===== config.mk =====
export PLATFORM = sky130hd
export DESIGN_NAME = peripheral_io_controller
export DESIGN_NICKNAME = d
export VERILOG_FILES = /design/src/rtl/peripheral_ctrl_pkg.sv /design/src/rtl/peripheral_io_controller_debouncer.sv /design/src/rtl/peripheral_io_controller.sv
export SDC_FILE = /design/constraint.sdc
export NUM_CORES = 1
export LEC_CHECK = 0
export ABC_AREA = 1
export CAP_MARGIN = 20
export CORE_UTILIZATION = 50
export DETAILED_ROUTE_END_ITERATION = 10
export PLACE_DENSITY = 0.88
export SYNTH_ARGS = -nofsm -noshare
export SYNTH_HDL_FRONTEND = slang
export SYNTH_HIERARCHICAL = 1
export SYNTH_SLANG_ARGS = --single-unit

===== constraint.sdc =====
create_clock -name clock -period 3.8 [get_ports clock]
set_clock_uncertainty 0.1 [all_clocks]
set_input_delay 0.38 -clock clock [delete_from_list [all_inputs] [get_ports clock]]
set_output_delay 0.38 -clock clock [all_outputs]
set_load 0.02 [all_outputs]

===== src/rtl/peripheral_ctrl_pkg.sv =====
// Shared constants for the peripheral I/O controller and its channel debouncers.
package peripheral_ctrl_pkg;

    localparam int NUM_CHANNELS = 4;
    localparam int INDEX_WIDTH  = 2;

    // Channel numbers double as the peripherals read address for that input.
    localparam logic [INDEX_WIDTH-1:0] CH_ANALOG_25 = 2'd0;
    localparam logic [INDEX_WIDTH-1:0] CH_ANALOG_26 = 2'd1;
    localparam logic [INDEX_WIDTH-1:0] CH_BUTTON_1  = 2'd2;
    localparam logic [INDEX_WIDTH-1:0] CH_BUTTON_2  = 2'd3;
    localparam logic [INDEX_WIDTH-1:0] LAST_INDEX   = CH_BUTTON_2;

    // Controller states, kept as plain constants so older tools can read them.
    typedef logic [1:0] state_t;
    localparam state_t IDLE       = 2'd0;
    localparam state_t CPU_ACCESS = 2'd1;
    localparam state_t RESPOND    = 2'd2;
    localparam state_t SCAN       = 2'd3;

endpackage


===== src/rtl/peripheral_io_controller_debouncer.sv =====
// Per-channel debouncer: the stable level flips only after DEBOUNCE_COUNT
// consecutive samples disagree with it; a 0->1 flip pulses rise.
module channel_debouncer #(
    parameter int DEBOUNCE_COUNT = 4
) (
    input  logic clock,
    input  logic reset_n,
    input  logic sample_valid,
    input  logic sample,
    output logic stable,
    output logic rise
);

    localparam logic [3:0] LAST_COUNT = 4'(DEBOUNCE_COUNT - 1);

    logic [3:0] count_q, count_d;
    logic       stable_q, stable_d;
    logic       flip;

    // Count disagreeing samples and flip the stable level when the run completes.
    always_comb begin
        // NOTE: every signal gets a default first so no path leaves it unassigned,
        // which would otherwise infer a latch.
        count_d  = count_q;
        stable_d = stable_q;
        flip     = 1'b0;
        if (sample_valid) begin
            if (sample == stable_q) begin
                count_d = '0;
            end else if (count_q == LAST_COUNT) begin
                flip     = 1'b1;
                stable_d = ~stable_q;
                count_d  = '0;
            end else begin
                count_d = count_q + 4'd1;
            end
        end
    end

    // Debounce state registers with synchronous reset.
    always_ff @(posedge clock) begin
        // NOTE: sequential state uses non-blocking assignments so every register
        // samples its pre-edge inputs, independent of statement order.
        if (!reset_n) begin
            count_q  <= '0;
            stable_q <= 1'b0;
        end else begin
            count_q  <= count_d;
            stable_q <= stable_d;
        end
    end

    assign stable = stable_q;
    assign rise   = flip & sample;

endmodule


===== src/rtl/peripheral_io_controller.sv =====
// Owns the peripherals port: arbitrates CPU loads/stores against a periodic
// four-channel input scan, debounces the inputs and latches rising-edge events.
module peripheral_io_controller
    import peripheral_ctrl_pkg::*;
#(
    parameter int SCAN_INTERVAL  = 1000,
    parameter int DEBOUNCE_COUNT = 4,
    parameter int MAX_WAIT       = 8
) (
    input  logic                    clock,
    input  logic                    reset_n,
    input  logic                    cpu_request,
    input  logic                    cpu_write,
    input  logic [31:0]             cpu_address,
    input  logic [31:0]             cpu_data,
    output logic                    cpu_ready,
    output logic [31:0]             cpu_read_data,
    output logic [31:0]             periph_address,
    output logic [31:0]             periph_data,
    output logic                    periph_should_write,
    input  logic [31:0]             periph_read_data,
    input  logic [NUM_CHANNELS-1:0] event_clear,
    input  logic [NUM_CHANNELS-1:0] irq_mask,
    output logic [NUM_CHANNELS-1:0] event_pending,
    output logic [NUM_CHANNELS-1:0] debounced_level,
    output logic                    irq
);

    localparam int IW = $clog2(SCAN_INTERVAL);
    localparam int WW = $clog2(MAX_WAIT + 1) + 1;
    localparam logic [IW-1:0] INTERVAL_RELOAD = IW'(SCAN_INTERVAL - 1);
    localparam logic [WW-1:0] WAIT_LIMIT      = WW'(MAX_WAIT);
    localparam logic [WW-1:0] WAIT_SAT        = '1;

    state_t                  state_q, state_d;
    logic [INDEX_WIDTH-1:0]  index_q, index_d;
    logic                    lat_write_q, lat_write_d;
    logic [31:0]             lat_addr_q, lat_addr_d;
    logic [31:0]             lat_data_q, lat_data_d;
    logic [31:0]             rdata_q, rdata_d;
    logic [IW-1:0]           interval_q, interval_d;
    logic                    scan_pending_q, scan_pending_d;
    logic [WW-1:0]           wait_q, wait_d;
    logic [NUM_CHANNELS-1:0] pending_q, pending_d;

    logic                    tick;
    logic                    scan_start;
    logic                    scan_done;
    logic [NUM_CHANNELS-1:0] rise;
    logic [NUM_CHANNELS-1:0] level;

    assign tick       = (interval_q == '0);
    assign scan_done  = (state_q == SCAN) && (index_q == LAST_INDEX);
    assign scan_start = (state_q == IDLE) && scan_pending_q &&
                        ((wait_q >= WAIT_LIMIT) || !cpu_request);

    // Scan scheduling: free-running interval, pending flag and starvation counter.
    always_comb begin
        interval_d     = tick ? INTERVAL_RELOAD : interval_q - 1'b1;
        scan_pending_d = scan_pending_q;
        if (scan_done) begin
            scan_pending_d = 1'b0;
        end else if (tick) begin
            scan_pending_d = 1'b1;
        end
        wait_d = wait_q;
        if (scan_start) begin
            wait_d = '0;
        end else if (scan_pending_q && (state_q != SCAN) && (wait_q != WAIT_SAT)) begin
            wait_d = wait_q + 1'b1;
        end
    end

    // Port arbitration state machine.
    always_comb begin
        state_d     = state_q;
        index_d     = index_q;
        lat_write_d = lat_write_q;
        lat_addr_d  = lat_addr_q;
        lat_data_d  = lat_data_q;
        rdata_d     = rdata_q;
        case (state_q)
            IDLE: begin
                if (scan_start) begin
                    state_d = SCAN;
                    index_d = '0;
                end else if (cpu_request) begin
                    state_d     = CPU_ACCESS;
                    lat_write_d = cpu_write;
                    lat_addr_d  = cpu_address;
                    lat_data_d  = cpu_data;
                end
            end
            CPU_ACCESS: begin
                rdata_d = lat_write_q ? 32'd0 : periph_read_data;
                state_d = RESPOND;
            end
            RESPOND: begin
                state_d = IDLE;
            end
            SCAN: begin
                index_d = index_q + 1'b1;
                if (index_q == LAST_INDEX) begin
                    state_d = IDLE;
                end
            end
            default: begin
                state_d = IDLE;
            end
        endcase
    end

    // Event latch: a new rising edge wins over a same-cycle clear.
    always_comb begin
        pending_d = (pending_q & ~event_clear) | rise;
    end

    // All controller registers, synchronously reset.
    always_ff @(posedge clock) begin
        if (!reset_n) begin
            state_q        <= IDLE;
            index_q        <= '0;
            lat_write_q    <= 1'b0;
            lat_addr_q     <= '0;
            lat_data_q     <= '0;
            rdata_q        <= '0;
            interval_q     <= INTERVAL_RELOAD;
            scan_pending_q <= 1'b0;
            wait_q         <= '0;
            pending_q      <= '0;
        end else begin
            state_q        <= state_d;
            index_q        <= index_d;
            lat_write_q    <= lat_write_d;
            lat_addr_q     <= lat_addr_d;
            lat_data_q     <= lat_data_d;
            rdata_q        <= rdata_d;
            interval_q     <= interval_d;
            scan_pending_q <= scan_pending_d;
            wait_q         <= wait_d;
            pending_q      <= pending_d;
        end
    end

    // One debouncer per input channel, fed in turn by the scan.
    for (genvar ch = 0; ch < NUM_CHANNELS; ch++) begin : g_channel
        channel_debouncer #(
            .DEBOUNCE_COUNT (DEBOUNCE_COUNT)
        ) u_debouncer (
            .clock        (clock),
            .reset_n      (reset_n),
            .sample_valid ((state_q == SCAN) && (index_q == INDEX_WIDTH'(ch))),
            .sample       (periph_read_data[0]),
            .stable       (level[ch]),
            .rise         (rise[ch])
        );
    end

    // Port and CPU outputs decoded from registered state only.
    always_comb begin
        periph_address      = 32'd0;
        periph_data         = 32'd0;
        periph_should_write = 1'b0;
        if (state_q == CPU_ACCESS) begin
            periph_address      = lat_addr_q;
            periph_data         = lat_data_q;
            periph_should_write = lat_write_q;
        end else if (state_q == SCAN) begin
            periph_address = {{(32 - INDEX_WIDTH){1'b0}}, index_q};
        end
    end

    assign cpu_ready       = (state_q == RESPOND);
    assign cpu_read_data   = cpu_ready ? rdata_q : 32'd0;
    assign event_pending   = pending_q;
    assign debounced_level = level;
    assign irq             = |(pending_q & irq_mask);

endmodule


# --- After elaboration in Yosys (flattened, before gate mapping) ---
# Index checks and enable logic that the tools add are counted.
word_totals:
  register_bits: 141
op_classes:
  addsub: 7
  order_cmp: 1
  eq_ne: 19
  n_mux: 32
  bitwise: 18
  n_reduce_logical: 25
op_table:
  columns: ["operator", "n"]
  rows:
  - ["$mux W32", 4]
  - ["$mux W4", 8]
  - ["$add A4 B1 Y4 const B", 4]
  - ["$eq A4 B2 Y1 const B", 4]
  - ["$reduce_and A3 Y1", 5]
  - ["$mux W1", 13]
  - ["$logic_not A10 Y1", 1]
  - ["$mux W2", 5]
  - ["$not A1 Y1", 10]
  - ["$sub A10 B1 Y10 const B", 1]
  - ["$and A4 B4 Y4", 2]
  - ["$eq A2 B2 Y1 const B", 4]
  - ["$logic_and A1 B1 Y1", 8]
  - ["$pmux W2 S4", 1]
  - ["$reduce_or A2 Y1", 3]
  - ["$add A5 B1 Y5 const B", 1]
  - ["$ge A5 B4 Y1 const B", 1]
  - ["$ne A5 B5 Y1 const B", 1]
  - ["$and A1 B1 Y1", 4]
  - ["$eq A1 B1 Y1", 4]
  - ["$eq A2 B1 Y1 const B", 2]
  - ["$logic_not A2 Y1", 2]
  - ["$ne A2 B2 Y1 const B", 2]
  - ["$not A4 Y4", 1]
  - ["other kinds (10)", 11]

# --- Longest topological paths before layout ---
logic_depth:
  ltp_word: 6
  ltp_mapped: 10

# --- Hierarchy ---
# Netlist, hierarchy kept.
modules_own_cells:
  columns: ["mod", "n_inst", "cells_per_inst", "area_per_inst_um2", "seq_area_each_um2"]
  rows:
  - ["peripheral_io_controller", 1, 912, 5957.0, 2422.3]
  - ["channel_debouncer", 4, 45, 292.8, 100.1]

# --- Worst setup path after synthesis ---
# OpenSTA, ideal clock, no wires.
synth_path:
  path_type: "register -> output"
  startpoint: "reg state_q[1]"
  endpoint: "out cpu_read_data[10]"
  arrival_time_ps: 1352
  required_ps: 3320
  path_slack_ps: 1968
  path_stages_with_launch: 6
  path_cell_list: "dfxtp_1 > inv_2 > nor2_1 > inv_1 > clkbuf_1 > nor2_1"
synth_via:
  elab_chain_len: 2
synth_lines:
  columns: ["element", "line_no", "rtl"]
  rows:
  - ["from (decl)", "peripheral_io_controller.sv:35", "state_t state_q, state_d;"]
  - ["from (signal assigned)", "peripheral_io_controller.sv:132", "state_q <= state_d;"]
  - ["$eq A2 B2 Y1", "peripheral_io_controller.sv:173", "assign cpu_ready = (state_q == RESPOND);"]
  - ["named net cpu_ready", "peripheral_io_controller.sv:16", "output logic cpu_ready,"]
  - ["$mux W32", "peripheral_io_controller.sv:174", "assign cpu_read_data = cpu_ready ? rdata_q : 32'd0;"]
  - ["to (decl)", "peripheral_io_controller.sv:17", "output logic [31:0] cpu_read_data,"]
# The timed path passes the listed nets, and every way through them passes these cells.

# --- Worst setup path in the final report ---
layout_path:
  startpoint: "reg state_q[0]"
  endpoint: "out cpu_read_data[23]"
layout_via:
  elab_chain_len: 2
layout_lines:
  columns: ["element", "line_no"]
  rows:
  - ["$eq A2 B2 Y1", "peripheral_io_controller.sv:173"]
  - ["$mux W32", "peripheral_io_controller.sv:174"]
# No other way between the ends.

==> summary.txt <==
GRT
  • Global-route wire length before repair: between 20000 and 30000 µm
  • Number of global-route vias before repair: 6586
  • GRT Util Overall: 0.240
  • Largest net degree at the start of global routing: ~130
  • Initial antenna violation count: 0
  • Total grt overflow: 0

Clock tree
  • Number of CTS-inserted buffers: 17
  • Resize count post-CTS: 0
  • Root buffer cell: clkbuf_16
  • Max clock buf depth: 2
  • # clock sinks: about 140
  • Clock insertion delay at the later pin of the skew report: 0.41 ns
  • Post-CTS Hold Buffers: 0
  • H-tree depth: 4
  • Postcts setup bufs: 0
  • Clock Pin Slew Worst Setup and Hold Paths: approximately 0.06 ns
  • CTS tree: yes

Routing
  • Post-route DRC: 0
  • DRT Pass-1 Iters: 5
  • Final wirelength: 17500 µm
  • Initial drt markers: between 300 and 400
  • WL/cell: around 12 µm
  • Routed Antenna Nets: 0
  • Via/cell ratio: roughly 4.8
  • DR vias: 7088

Min path
  • Hold path start: interval_q[0]
  • Hold path cells: 1
  • Min-delay worst type: reg2reg
  • Hold Path Sink: interval_q[0]

Timing
  • Max_slew headroom: 0.330
  • Worst slew pin tran: 1.00 ns
  • RSZ-0062 raised after global routing: false
  • Period utilization: 0.746
  • Min Clock Period, post-route: between 2 and 3 ns
  • Final Setup Violations: 0
  • Final hold violation count: 0
  • Max Clk Rate: roughly 0.35 GHz
  • Hold_ws: between 0.2 and 0.3 ns
  • Fin Setup TNS: 0 ns
  • Slew Viols, Final: 0

Setup path
  • Launch point of the worst reg-to-reg path: state_q[1]
  • Critical path type: reg2out
  • Slowest library cell on the worst path: inv_1
  • R2R cell count: 5
  • Crit path max fanout: 32
  • Crit path launch: state_q[0]
  • CP peak stage delay: around 0.73 ns
  • Worst setup EP type: output pin
  • Crit path required time: between 3 and 4 ns
  • Most frequent CP cell: nor2_1
  • CP Cell Sequence: nor2_1 -> inv_1 -> nor2_1 -> clkdlybuf4s50_1
  • R2R Path End: rdata_q[7]
  • Nature of the critical path startpoint: register
  • WP data arrival: ~2.4 ns
  • Worst reg2reg setup slack: around 1.7 ns

Synthesis
  • Async set or reset register ratio after synthesis: 0
  • Ys Warns: 6
  • Library cells used by synthesis: 28
  • Top area cells in the synthesized netlist: dfxtp_1 (40%), nor2_1 (11%), inv_1 (11%)
  • Mapped Area: just over 7000 µm²
  • Post-Synthesis Cells: roughly 1.1k
  • Main synth FF type: dfxtp_1
  • Post-synth EDFFs: 0
  • Synth top area share: 0.396
  • Yosys reg bits: roughly 140
  • Area leader, netlist: dfxtp_1
  • Syn avg cell area: about 6.5 µm²
  • Seq/Total Area, Yosys: 0.396
  • Syn Nets: approximately 1.2k

Finish
  • Area Growth Syn to Fin: 39.0%
  • Antenna cells: 0
  • FILL cells: about 1.1k
  • Non-filler cells, final: around 1.5k
  • Register area: around 2800 µm²
  • Multi-input logic area: roughly 3200 µm²
  • Share of layout cells above drive strength 1: 0.0577
  • Final Net Count: ~1.4k

Die
  • Area of the die: around 15000 µm²
  • Core Footprint: 13900 µm²
  • Rows: between 40 and 50
  • Initial core utilization: 0.514
  • I/O pins: roughly 220
  • Die W: 121 µm
  • Die H: approximately 120 µm

Flow run
  • Max Cap Viol: 0

Power and ir drop
  • VDD IR max: 0.282 mV
  • Static Leakage: between 4 and 5 nW
  • Pwr Density: between 300 and 400 nW/µm²

Placement
  • Port Buffers: ~210
  • GPL Wtd Cong: 0.797
  • Placed cell count: ~1.4k
  • Detailed Place HPWL: between 10000 and 15000 µm

Run status
  • Status: complete, no violations
-- routing by layer --
| layer | global-route usage | vias up | routed length [µm] |
|---|---|---|---|
| met3 | 0.0804 | 17 | 1450 |
| met2 | 0.423 | 218 | 8120 |
| met1 | 0.268 | 3151 | 7690 |
| met5 | 0 | - | 0 |
| li1 | - | 3702 | - |
| met4 | 0.0802 | 0 | 188 |
-- cell type report --
class,instances,area share
timing repair buffer,220,0.223
inverter,225,0.0852
tap,180,0.0227
clock inverter,10,0.0160
multi-input combinational,665,0.319
sequential,141,0.285
clock buffer,22,0.0489
-- cell families (layout without fill, tap and decap cells) --
group | after synthesis | in the layout | synth area share
simple gates | 476 | 476 | 0.279
buf+inv | 286 | 477 | 0.161
fa+ha+maj | 13 | 13 | 0.0228
compound gates | 174 | 174 | 0.138
xor+xnor | 2 | 2 | 0.00246
flops | 141 | 141 | 0.396
-- worst max-delay path by stage --
| stage | endpoint | slack [ns] | cells after the start |
|---|---|---|---|
| after floorplan | cpu_read_data[10] | 1.97 | 5 |
| after global placement | cpu_read_data[7] | 1.36 | 4 |
| after detailed placement | cpu_read_data[23] | 1.37 | 4 |
| after CTS | cpu_read_data[17] | 0.93 | 4 |
| after global routing | periph_address[0] | 0.79 | 5 |
| final | cpu_read_data[23] | 0.97 | 4 |
-- power breakdown --
part           internal [mW]  switching [mW]
Clock                   1.17           0.618
Combinational          0.256           0.290
Sequential              1.57          0.0425
Total                   3.00           0.951
-- critical path: cells and delay by family (launching register included) --
kind	cells	cell delay, ns
and+or+nand+nor	2	0.20
buffers and inverters	2	1.31
DFF	1	0.43
-- through the flow --
step	setup slack, ns	cell area [µm²]	total power, mW	util
final	0.965	9910	3.95	0.714
after CTS	0.930	9910	3.98	0.714
after detailed placement	1.37	9260	2.19	0.667
after floorplan	1.97	7130	1.97	-
after global routing	0.792	9910	4.12	0.714
after global placement	1.36	9260	2.18	0.667
-- flip-flops by register name, indices dropped and copies added, names as in the netlist, 4 cells and up --
signal and cells:
g_channel.u_debouncer/count_q 16, interval_q 10, g_channel.u_debouncer/stable 4, rdata_q 32, wait_q 5, lat_addr_q 32
lat_data_q 32, event_pending 4
-- cells in the final DEF, fill, tap and decap left out, drive strengths merged, types with 6 or more instances in the layout --
master,Yosys,routed
a21oi,120,120
a211oi,32,32
clkdlybuf4s50,0,213
ha,13,13
nand2,157,157
inv,225,226
buf,38,7
clkbuf,23,22
nand4,6,6
nand3,92,92
dfxtp,141,141
nor2,219,219
o21ai,13,13
-- synthesized netlist by cell type, types with 4 or more instances --
cell type  number
a211oi_1       32
a21oi_1       116
a21oi_2         4
buf_2          27
buf_4           7
clkbuf_1       23
dfxtp_1       141
ha_1           13
inv_1         211
inv_2          14
nand2_1       151
nand2_2         5
nand3_1        88
nand3_2         4
nand4_1         6
nor2_1        212
nor2_2          5
o211ai_1        4
o21a_1          4
o21ai_0        13
Power figures use the tool's default switching activity.
